--- src/rtl/mac_channel_scheduler_if.sv ---
// Valid/ready stream bundle used for the window input and result output.
// master drives data/valid and samples ready; slave does the reverse.
interface mac_channel_scheduler_if #(
  parameter int W = 8
);
  logic [W-1:0] data;
  logic         valid;
  logic         ready;

  modport master (output data, output valid, input ready);
  modport slave  (input data, input valid, output ready);
endinterface

--- src/rtl/mac_channel_scheduler.sv ---
// Shares one MAC pixel engine across NUM_CH channels; owns the kernel bank.
// Ports: win (window stream in), out (result word stream out), wr_* (kernel
// bank writes, wr_drop_o pulses on a refused write), mac_* (MAC engine side),
// busy_o (not idle).
module mac_channel_scheduler #(
  parameter int DATA_RES    = 8,
  parameter int WEIGHT_RES  = 8,
  parameter int KERNEL_SIZE = 9,
  parameter int NUM_CH      = 4
) (
  input  logic clk_i,
  input  logic resetn_i,

  mac_channel_scheduler_if.slave win,

  input  logic                                  wr_en_i,
  input  logic [$clog2(NUM_CH)-1:0]             wr_ch_i,
  input  logic [WEIGHT_RES*(KERNEL_SIZE+1)-1:0] wr_kernel_i,
  output logic                                  wr_drop_o,

  output logic [WEIGHT_RES*(KERNEL_SIZE+1)-1:0] mac_kernel_o,
  output logic [DATA_RES*KERNEL_SIZE-1:0]       mac_grid_o,
  output logic                                  mac_valid_o,
  input  logic [DATA_RES-1:0]                   mac_pixel_i,
  input  logic                                  mac_pixel_valid_i,

  mac_channel_scheduler_if.master out,

  output logic busy_o
);

  localparam int KW = WEIGHT_RES*(KERNEL_SIZE+1);
  localparam int CW = $clog2(NUM_CH);
  localparam int NW = $clog2(NUM_CH+1);

  typedef enum logic [1:0] {
    IDLE,
    ISSUE,
    DRAIN,
    HOLD
  } state_t;

  state_t          state;
  logic [KW-1:0]   bank [NUM_CH];
  logic [CW-1:0]   iss_cnt;
  logic [NW-1:0]   res_cnt;

  logic            wr_ok;
  logic            accept;
  logic            res_take;
  logic            res_full;
  logic [KW-1:0]   k0_fwd;

  assign wr_ok = wr_en_i && (state == IDLE)
              && (int'(wr_ch_i) < NUM_CH);

  assign accept = win.valid && win.ready;

  assign res_take = mac_pixel_valid_i
                 && (state == ISSUE || state == DRAIN)
                 && (res_cnt < NW'(NUM_CH));

  assign res_full = (res_cnt == NW'(NUM_CH))
                 || (res_take && res_cnt == NW'(NUM_CH-1));

  // A write in the accept cycle must already reach channel 0's issue.
  assign k0_fwd = (wr_ok && wr_ch_i == '0) ? wr_kernel_i : bank[0];

  always_ff @(posedge clk_i or negedge resetn_i) begin
    if (!resetn_i) begin
      for (int c = 0; c < NUM_CH; c++) bank[c] <= '0;
      wr_drop_o <= 1'b0;
    end else begin
      wr_drop_o <= wr_en_i && !wr_ok;
      if (wr_ok) bank[wr_ch_i] <= wr_kernel_i;
    end
  end

  always_ff @(posedge clk_i or negedge resetn_i) begin
    if (!resetn_i) begin
      state        <= IDLE;
      win.ready    <= 1'b0;
      busy_o       <= 1'b0;
      mac_valid_o  <= 1'b0;
      mac_kernel_o <= '0;
      mac_grid_o   <= '0;
      out.valid    <= 1'b0;
      out.data     <= '0;
      iss_cnt      <= '0;
      res_cnt      <= '0;
    end else begin
      if (res_take) begin
        out.data[res_cnt*DATA_RES +: DATA_RES] <= mac_pixel_i;
        res_cnt <= res_cnt + 1'b1;
      end
      unique case (state)
        IDLE: begin
          win.ready <= 1'b1;
          if (accept) begin
            state        <= ISSUE;
            win.ready    <= 1'b0;
            busy_o       <= 1'b1;
            mac_grid_o   <= win.data;
            mac_kernel_o <= k0_fwd;
            iss_cnt      <= '0;
            res_cnt      <= '0;
          end
        end
        // Kernel k is presented one cycle before its grid beat.
        ISSUE: begin
          mac_valid_o <= 1'b1;
          iss_cnt     <= iss_cnt + 1'b1;
          if (iss_cnt == CW'(NUM_CH-1)) state <= DRAIN;
          else mac_kernel_o <= bank[iss_cnt + 1'b1];
        end
        DRAIN: begin
          mac_valid_o <= 1'b0;
          if (res_full) begin
            state     <= HOLD;
            out.valid <= 1'b1;
          end
        end
        HOLD: begin
          if (out.ready) begin
            state     <= IDLE;
            out.valid <= 1'b0;
            busy_o    <= 1'b0;
            win.ready <= 1'b1;
          end
        end
        default: state <= IDLE;
      endcase
    end
  end

endmodule

--- src/flat_wrapper.sv ---
// flat-port wrapper written by rule: the top's interface ports become plain ports
module mac_channel_scheduler_flat 
#(
  parameter int DATA_RES    = 8,
  parameter int WEIGHT_RES  = 8,
  parameter int KERNEL_SIZE = 9,
  parameter int NUM_CH      = 4
)
  (clk_i, resetn_i, wr_en_i, wr_ch_i, wr_kernel_i, wr_drop_o, mac_kernel_o, mac_grid_o, mac_valid_o, mac_pixel_i, mac_pixel_valid_i, busy_o, win_data, win_valid, win_ready, out_data, out_valid, out_ready);
  mac_channel_scheduler_if #(.W(((8)*(9)))) win_i ();
  mac_channel_scheduler_if #(.W(((8)*(4)))) out_i ();
  input  logic clk_i;
  input  logic resetn_i;
  input  logic wr_en_i;
  input  logic [$clog2(NUM_CH)-1:0] wr_ch_i;
  input  logic [WEIGHT_RES*(KERNEL_SIZE+1)-1:0] wr_kernel_i;
  output logic wr_drop_o;
  output logic [WEIGHT_RES*(KERNEL_SIZE+1)-1:0] mac_kernel_o;
  output logic [DATA_RES*KERNEL_SIZE-1:0] mac_grid_o;
  output logic mac_valid_o;
  input  logic [DATA_RES-1:0] mac_pixel_i;
  input  logic mac_pixel_valid_i;
  output logic busy_o;
  input wire logic [$bits(win_i.data)-1:0] win_data;
  input wire logic [$bits(win_i.valid)-1:0] win_valid;
  output wire logic [$bits(win_i.ready)-1:0] win_ready;
  output wire logic [$bits(out_i.data)-1:0] out_data;
  output wire logic [$bits(out_i.valid)-1:0] out_valid;
  input wire logic [$bits(out_i.ready)-1:0] out_ready;
  assign win_i.data = win_data;
  assign win_i.valid = win_valid;
  assign win_ready = win_i.ready;
  assign out_data = out_i.data;
  assign out_valid = out_i.valid;
  assign out_i.ready = out_ready;
  mac_channel_scheduler #(.DATA_RES(DATA_RES), .WEIGHT_RES(WEIGHT_RES), .KERNEL_SIZE(KERNEL_SIZE), .NUM_CH(NUM_CH)) u_core (.clk_i(clk_i), .resetn_i(resetn_i), .win(win_i), .wr_en_i(wr_en_i), .wr_ch_i(wr_ch_i), .wr_kernel_i(wr_kernel_i), .wr_drop_o(wr_drop_o), .mac_kernel_o(mac_kernel_o), .mac_grid_o(mac_grid_o), .mac_valid_o(mac_valid_o), .mac_pixel_i(mac_pixel_i), .mac_pixel_valid_i(mac_pixel_valid_i), .out(out_i), .busy_o(busy_o));
endmodule
--- config.mk ---
export PLATFORM = sky130hd
export DESIGN_NAME = mac_channel_scheduler_flat
export DESIGN_NICKNAME = d
export VERILOG_FILES = /design/src/rtl/mac_channel_scheduler_if.sv /design/src/rtl/mac_channel_scheduler.sv /design/src/flat_wrapper.sv
export SDC_FILE = /design/constraint.sdc
export NUM_CORES = 1
export LEC_CHECK = 0
export CAP_MARGIN = 10
export CORE_MARGIN = 5
export CORE_UTILIZATION = 25
export CTS_CLUSTER_DIAMETER = 200
export DETAILED_ROUTE_END_ITERATION = 8
export PLACE_DENSITY_LB_ADDON = 0.08
export SLEW_MARGIN = 20
export SYNTH_ARGS = -nofsm -noshare
export SYNTH_HDL_FRONTEND = slang
export SYNTH_SLANG_ARGS = --single-unit
--- constraint.sdc ---
create_clock -name clk_i -period 3 [get_ports clk_i]
set_clock_uncertainty 0.1 [all_clocks]
set_input_delay 0.3 -clock clk_i [delete_from_list [all_inputs] [get_ports clk_i]]
set_output_delay 0.3 -clock clk_i [all_outputs]
set_load 0.03 [all_outputs]
==> Word level (Yosys, flattened, before mapping) <==
Index checks and enable logic that the tools add are counted.
Widths: inputs -> output; s select.
{ "totals": {"in_bits": 168, "elab_cells": 91, "regBits": 516} }
{ "op_classes": {"bitwise_logic": 2, "shifts": 2, "reduce_logical": 24, "n_eq_ne": 11, "add_sub_neg": 3, "muxes": 30, "order_cmp": 4} }
{ "op_table": {"columns": ["op", "count"], "rows": [
  ["$mux 80", 6],
  ["$bwmux 320", 1],
  ["$bmux 80 s2", 1],
  ["$demux 80 s2", 1],
  ["$pmux 80 s2", 1],
  ["$neg 6->34", 1],
  ["$shift 8x34->32 const A", 1],
  ["$shiftx 8x34->32", 1],
  ["$bwmux 32", 1],
  ["$mux 2", 5],
  ["$mux 3", 3],
  ["$reduce_and 3->1", 3],
  ["$logic_and 1x1->1", 8],
  ["$pmux 1 s2", 4],
  ["$pmux 2 s4", 1],
  ["$reduce_bool 2->1", 4],
  ["$eq 2x2->1 const B", 3],
  ["$ge 3x3->1 const B", 2],
  ["$ne 2x2->1 const B", 3],
  ["$not 2->3", 2],
  ["$reduce_and 2->1", 3],
  ["$mux 1", 5],
  ["$logic_not 2->1", 2],
  ["$ne 2x1->1 const B", 2],
  ["other kinds (11)", 12]
]} }

==> Logic depth before layout (Yosys ltp) <==
{ "depth": {"word_depth": 8, "depth_mapped": 9, "ltp_nobuf": 6} }

==> Worst setup path before layout <==
No wires, ideal clock.
{ "synth_path": {"path_kind": "flip-flop to flip-flop", "start": "register u_core.res_cnt[0]", "end": "register u_core.out.data[0]", "path_stages_with_launch": 8, "path_slack_ns": 0.467, "synth_period_minus_slack_ns": 2.533, "setup_ns": 0.125, "t_arrival_ns": 2.309, "path_buffers": 1, "cell_sequence": "dfrtp_1 > clkbuf_1 > inv_1 > ha_1 > ha_1 > or4b_4 > nor3_4 > mux2_2"} }
{ "synth_between": {"elab_chain_cells": 3, "word_cells_on_any_way": 6} }
{ "synth_rtl": {"columns": ["element", "line_no", "text"], "rows": [
  ["start, declared", "mac_channel_scheduler.sv:46", "logic [NW-1:0] res_cnt;"],
  ["start signal, assigned", "mac_channel_scheduler.sv:94", "res_cnt <= res_cnt + 1'b1;"],
  ["$neg 6->34", "mac_channel_scheduler.sv:93", "out.data[res_cnt*DATA_RES +: DATA_RES] <= mac_pixel_i;"],
  ["$shiftx 8x34->32 or $shift 8x34->32 (tied branches)", "mac_channel_scheduler.sv:93", null],
  ["$bwmux 32", "mac_channel_scheduler.sv:93", null],
  ["end signal, assigned by index", "mac_channel_scheduler.sv:93", null],
  ["end, declared", "mac_channel_scheduler_if.sv:10", "modport master (output data, output valid, input ready);"]
]} }
Several ways; a longest one is shown, not always the timed one.
A chain may end at the register's enable or synchronous reset.

==> Worst setup path after layout <==
{ "layout_path": {"start": "register u_core.state[0]", "end": "register u_core.mac_kernel_o[6]"} }
{ "layout_between": {"elab_chain_cells": 6, "word_cells_on_any_way": 11} }
{ "layout_rtl": {"columns": ["element", "line_no", "text"], "rows": [
  ["start, declared", "mac_channel_scheduler.sv:43", "state_t state;"],
  ["start signal, assigned", "mac_channel_scheduler.sv:81", "state <= IDLE;"],
  ["start signal, assigned", "mac_channel_scheduler.sv:100", "state <= ISSUE;"],
  ["start signal, assigned", "mac_channel_scheduler.sv:113", "if (iss_cnt == CW'(NUM_CH-1)) state <= DRAIN;"],
  ["$logic_not 2->1", "mac_channel_scheduler.sv:54, mac_channel_scheduler.sv:96", null],
  ["$logic_and 1x1->1", "mac_channel_scheduler.sv:54", "assign wr_ok = wr_en_i && (state == IDLE)"],
  ["$logic_and 1x1->1", "mac_channel_scheduler.sv:67", "assign k0_fwd = (wr_ok && wr_ch_i == '0) ? wr_kernel_i : bank[0];"],
  ["$mux 80", "mac_channel_scheduler.sv:67", null],
  ["$mux 80", "mac_channel_scheduler.sv:99", "if (accept) begin"],
  ["$pmux 80 s2", "mac_channel_scheduler.sv:96", "unique case (state)"],
  ["end signal, assigned", "mac_channel_scheduler.sv:104", "mac_kernel_o <= k0_fwd;"],
  ["end signal, assigned", "mac_channel_scheduler.sv:114", "else mac_kernel_o <= bank[iss_cnt + 1'b1];"],
  ["end, declared", "mac_channel_scheduler.sv:21", "output logic [WEIGHT_RES*(KERNEL_SIZE+1)-1:0] mac_kernel_o,"]
]} }
Several ways; a longest one is shown, not always the timed one. The select of a mux whose other input is x is not followed.

==> impl_metrics.csv <==
group,metric,value,unit
synth,async_flop_share,100.0,%
synth,synth-edff-count,0,
route,drc_errors,0,
synth,ys_types,41,
grt,antenna_found_initial,6,
synth,synth.most_common_cell,"dfrtp_1",
route,avgViaCountPerCell,4.648,
clock_network,clock-sinks,516,
final_layout,finish.net_count,2107,
die,die-area,0.09628,mm²
die,core-area,0.08974,mm²
pwr,leakage,0.01300,µW
pwr,p_per_area,1184,mW/mm²
place,numPortBuffers,356,
route,ant_nets,0,
place,dpl.hpwl,45420,µm
sta,fmax,389.1,MHz
critical_path,cp-startpoint,"u_core.state[0]",
sta,hold-worst-slack,209.4,ps
sta,setup_violations,0,
clock_network,postCtsSetupBuffers,0,
clock_network,cts_buffer_depth,3,
grt,grt_pass1_vias,16609,
final_layout,nFillCells,8850,
place,dp.cells,3031,
min_path,hold_path.class,"primary input to async pin",
route,wire_per_inst,23.31,µm
clock_network,clk_pin_slew,50,ps
synth,ys.warnings.count,0,
status,status,"completed",
die,die-height,310.3,µm
sta,finalSetupTns,0,ps
die,row_count,110,
sta,grt_setup_unrepaired,"no",
route,dr.first_iter.drc_count,696,
critical_path,worstPathMaxFanout,53,
grt,grt_overflow,0,
synth,syn_avg_cell_area,14.45,µm²
synth,synth_flop_cell,"dfrtp_1",
flow_run,cap_violations,0,
synth,ys_seq_area_share,57.28,%
synth,synth-seq-cells,516,
route,routed_wl,73390,µm
pwr,design_power_total,35550,µW
place,gp_congestion,0.7162,
critical_path,crit_path_start_kind,"register",
die,initial_core_util,25.12,%
route,via_count,14638,
critical_path,critPathRequiredTime,3390,ps
sta,maxSlewHeadroom,29.48,%
critical_path,arrival,2960,ps
clock_network,cts_root_buf,"clkbuf_16",
final_layout,drive_above_1_share,29.71,%
final_layout,area_growth_syn_to_layout,33.24,%
pwr,max-vdd-ir-drop,0.6521,mV
clock_network,cts_max_level,3,
synth,netlist_area,0.02254,mm²
clock_network,cts_tree,"done",
synth,ys_top_cells_by_count,"dfrtp_1 (516), mux2_2 (329), inv_1 (176)",
sta,drv_slew,0,
critical_path,reg2reg_from,"u_core.state[0]",
synth,syn-num-nets,1740,
grt,grt_pass1_wl,110700,µm
grt,grt_max_degree,84,
synth,synth_top_cell_by_area,"dfrtp_1",
clock_network,cts_repair_resize_count,0,
sta,tightest_slew,1055,ps
die,die_w,310.3,µm
sta,post-route-period-util,85.68,%
die,io_pins,357,
synth,netlist_instances,1560,
critical_path,critPathCaptureType,"register",
clock_network,cts_made_buffers,69,
final_layout,instances_no_fill,3149,
grt,grt.total_usage,15.20,%
synth,yosys-top-cells-area,"dfrtp_1 (57%), mux2_2 (16%), mux4_2 (8.0%)",
clock_network,clk_latency,600,ps
sta,fin_crit,2570,ps
clock_network,postCtsHoldBufs,1,
sta,final_hold_viol_count,0,
route,drt-pass1-iter-count,5,
critical_path,crit_type,"register to register",
synth,yosysTopAreaCellShare,57.28,%
[path summary, 6_finish.rpt]
| kind | cells after the start | to | slack, ps |
|---|---|---|---|
| max reg2reg | 6 | u_core.mac_kernel_o[6] | 430 |
| max in group asynchronous | 4 | u_core.bank[182] | 1580 |
| min in group clk_i | 2 | u_core.mac_grid_o[30] | 210 |
| min reg2reg | 1 | u_core.bank[8] | 400 |
| max | 6 | u_core.mac_kernel_o[6] | 430 |
| min | 2 | u_core.mac_kernel_o[8] | 210 |
[cells in the final DEF (no fill, tap or decap), drive strengths merged, types with 2 or more instances in the layout]
cell,instances
clkdlybuf4s50,355
and2,3
o211a,2
ha,12
and3,9
mux4,80
a21boi,11
a31o,8
bufinv,4
nand4,9
clkinv,11
o21ai,10
mux2,329
o221ai,81
inv,176
nand3b,3
a21oi,2
nand4b,3
mux2i,83
nand2,5
clkbuf,97
nor2,4
nand3,2
nor2b,5
diode,4
dfrtp,516
buf,53
o31ai,81
[through the flow]
step	utilization, %	setup WS [ps]	instance area, µm²
global placement	30.94	490.9	27760
finish	33.47	429.7	30040
floorplan	-	466.6	22540
CTS	33.46	395.7	30030
global route	33.46	288.9	30030
detailed placement	30.94	414.2	27760
[critical path, cell delays in order, from the launching register on]
cell	delay, ps
dfrtp_1	390
inv_1	80
ha_1	330
nor2_4	860
buf_12	420
o31ai_1	130
o221ai_1	100
[layout make-up]
type | instances | area (µm²) | share of cell area [%]
antenna | 4 | 10.01 | 0.03333
clock buffer | 97 | 2036 | 6.778
clock inverter | 16 | 216.5 | 0.7207
inverter | 176 | 660.6 | 2.200
multi-input combinational | 755 | 8493 | 28.28
sequential | 516 | 12920 | 43.00
tap | 1176 | 1471 | 4.899
timing repair buffer | 409 | 4232 | 14.09
[power breakdown]
part | switching (µW) | internal (µW)
Sequential | 1790 | 10300
Clock | 3210 | 5050
Combinational | 7930 | 7310
[cell families after synthesis]
logic type | Yosys count | synth area share, %
buffers and inverters | 289 | 5.334
adders and majority gates | 12 | 0.6660
DFF | 516 | 57.28
AOI/OAI and AO/OA | 200 | 7.093
and+or+nand+nor | 49 | 1.438
xor gates and xnor gates | 2 | 0.07772
muxes | 492 | 28.11
[metal layers]
metal,wire length (µm),vias up,GRT usage (%),part of all wire [%]
li1,-,6459,-,-
met1,31560,7692,19.51,43
met2,35700,389,25.50,49
met3,4583,94,4.581,6.2
met4,1522,4,3.510,2.1
met5,22,-,0,0.030
[registers in the layout (all words and copies together), names as in the netlist, 2 cells and up]
register             cells
u_core.state             2
u_core.bank            320
u_core.iss_cnt           2
u_core.mac_grid_o       72
u_core.mac_kernel_o     80
u_core.out.data         32
u_core.res_cnt           3
Note: power is estimated with default switching activity, not from simulation.
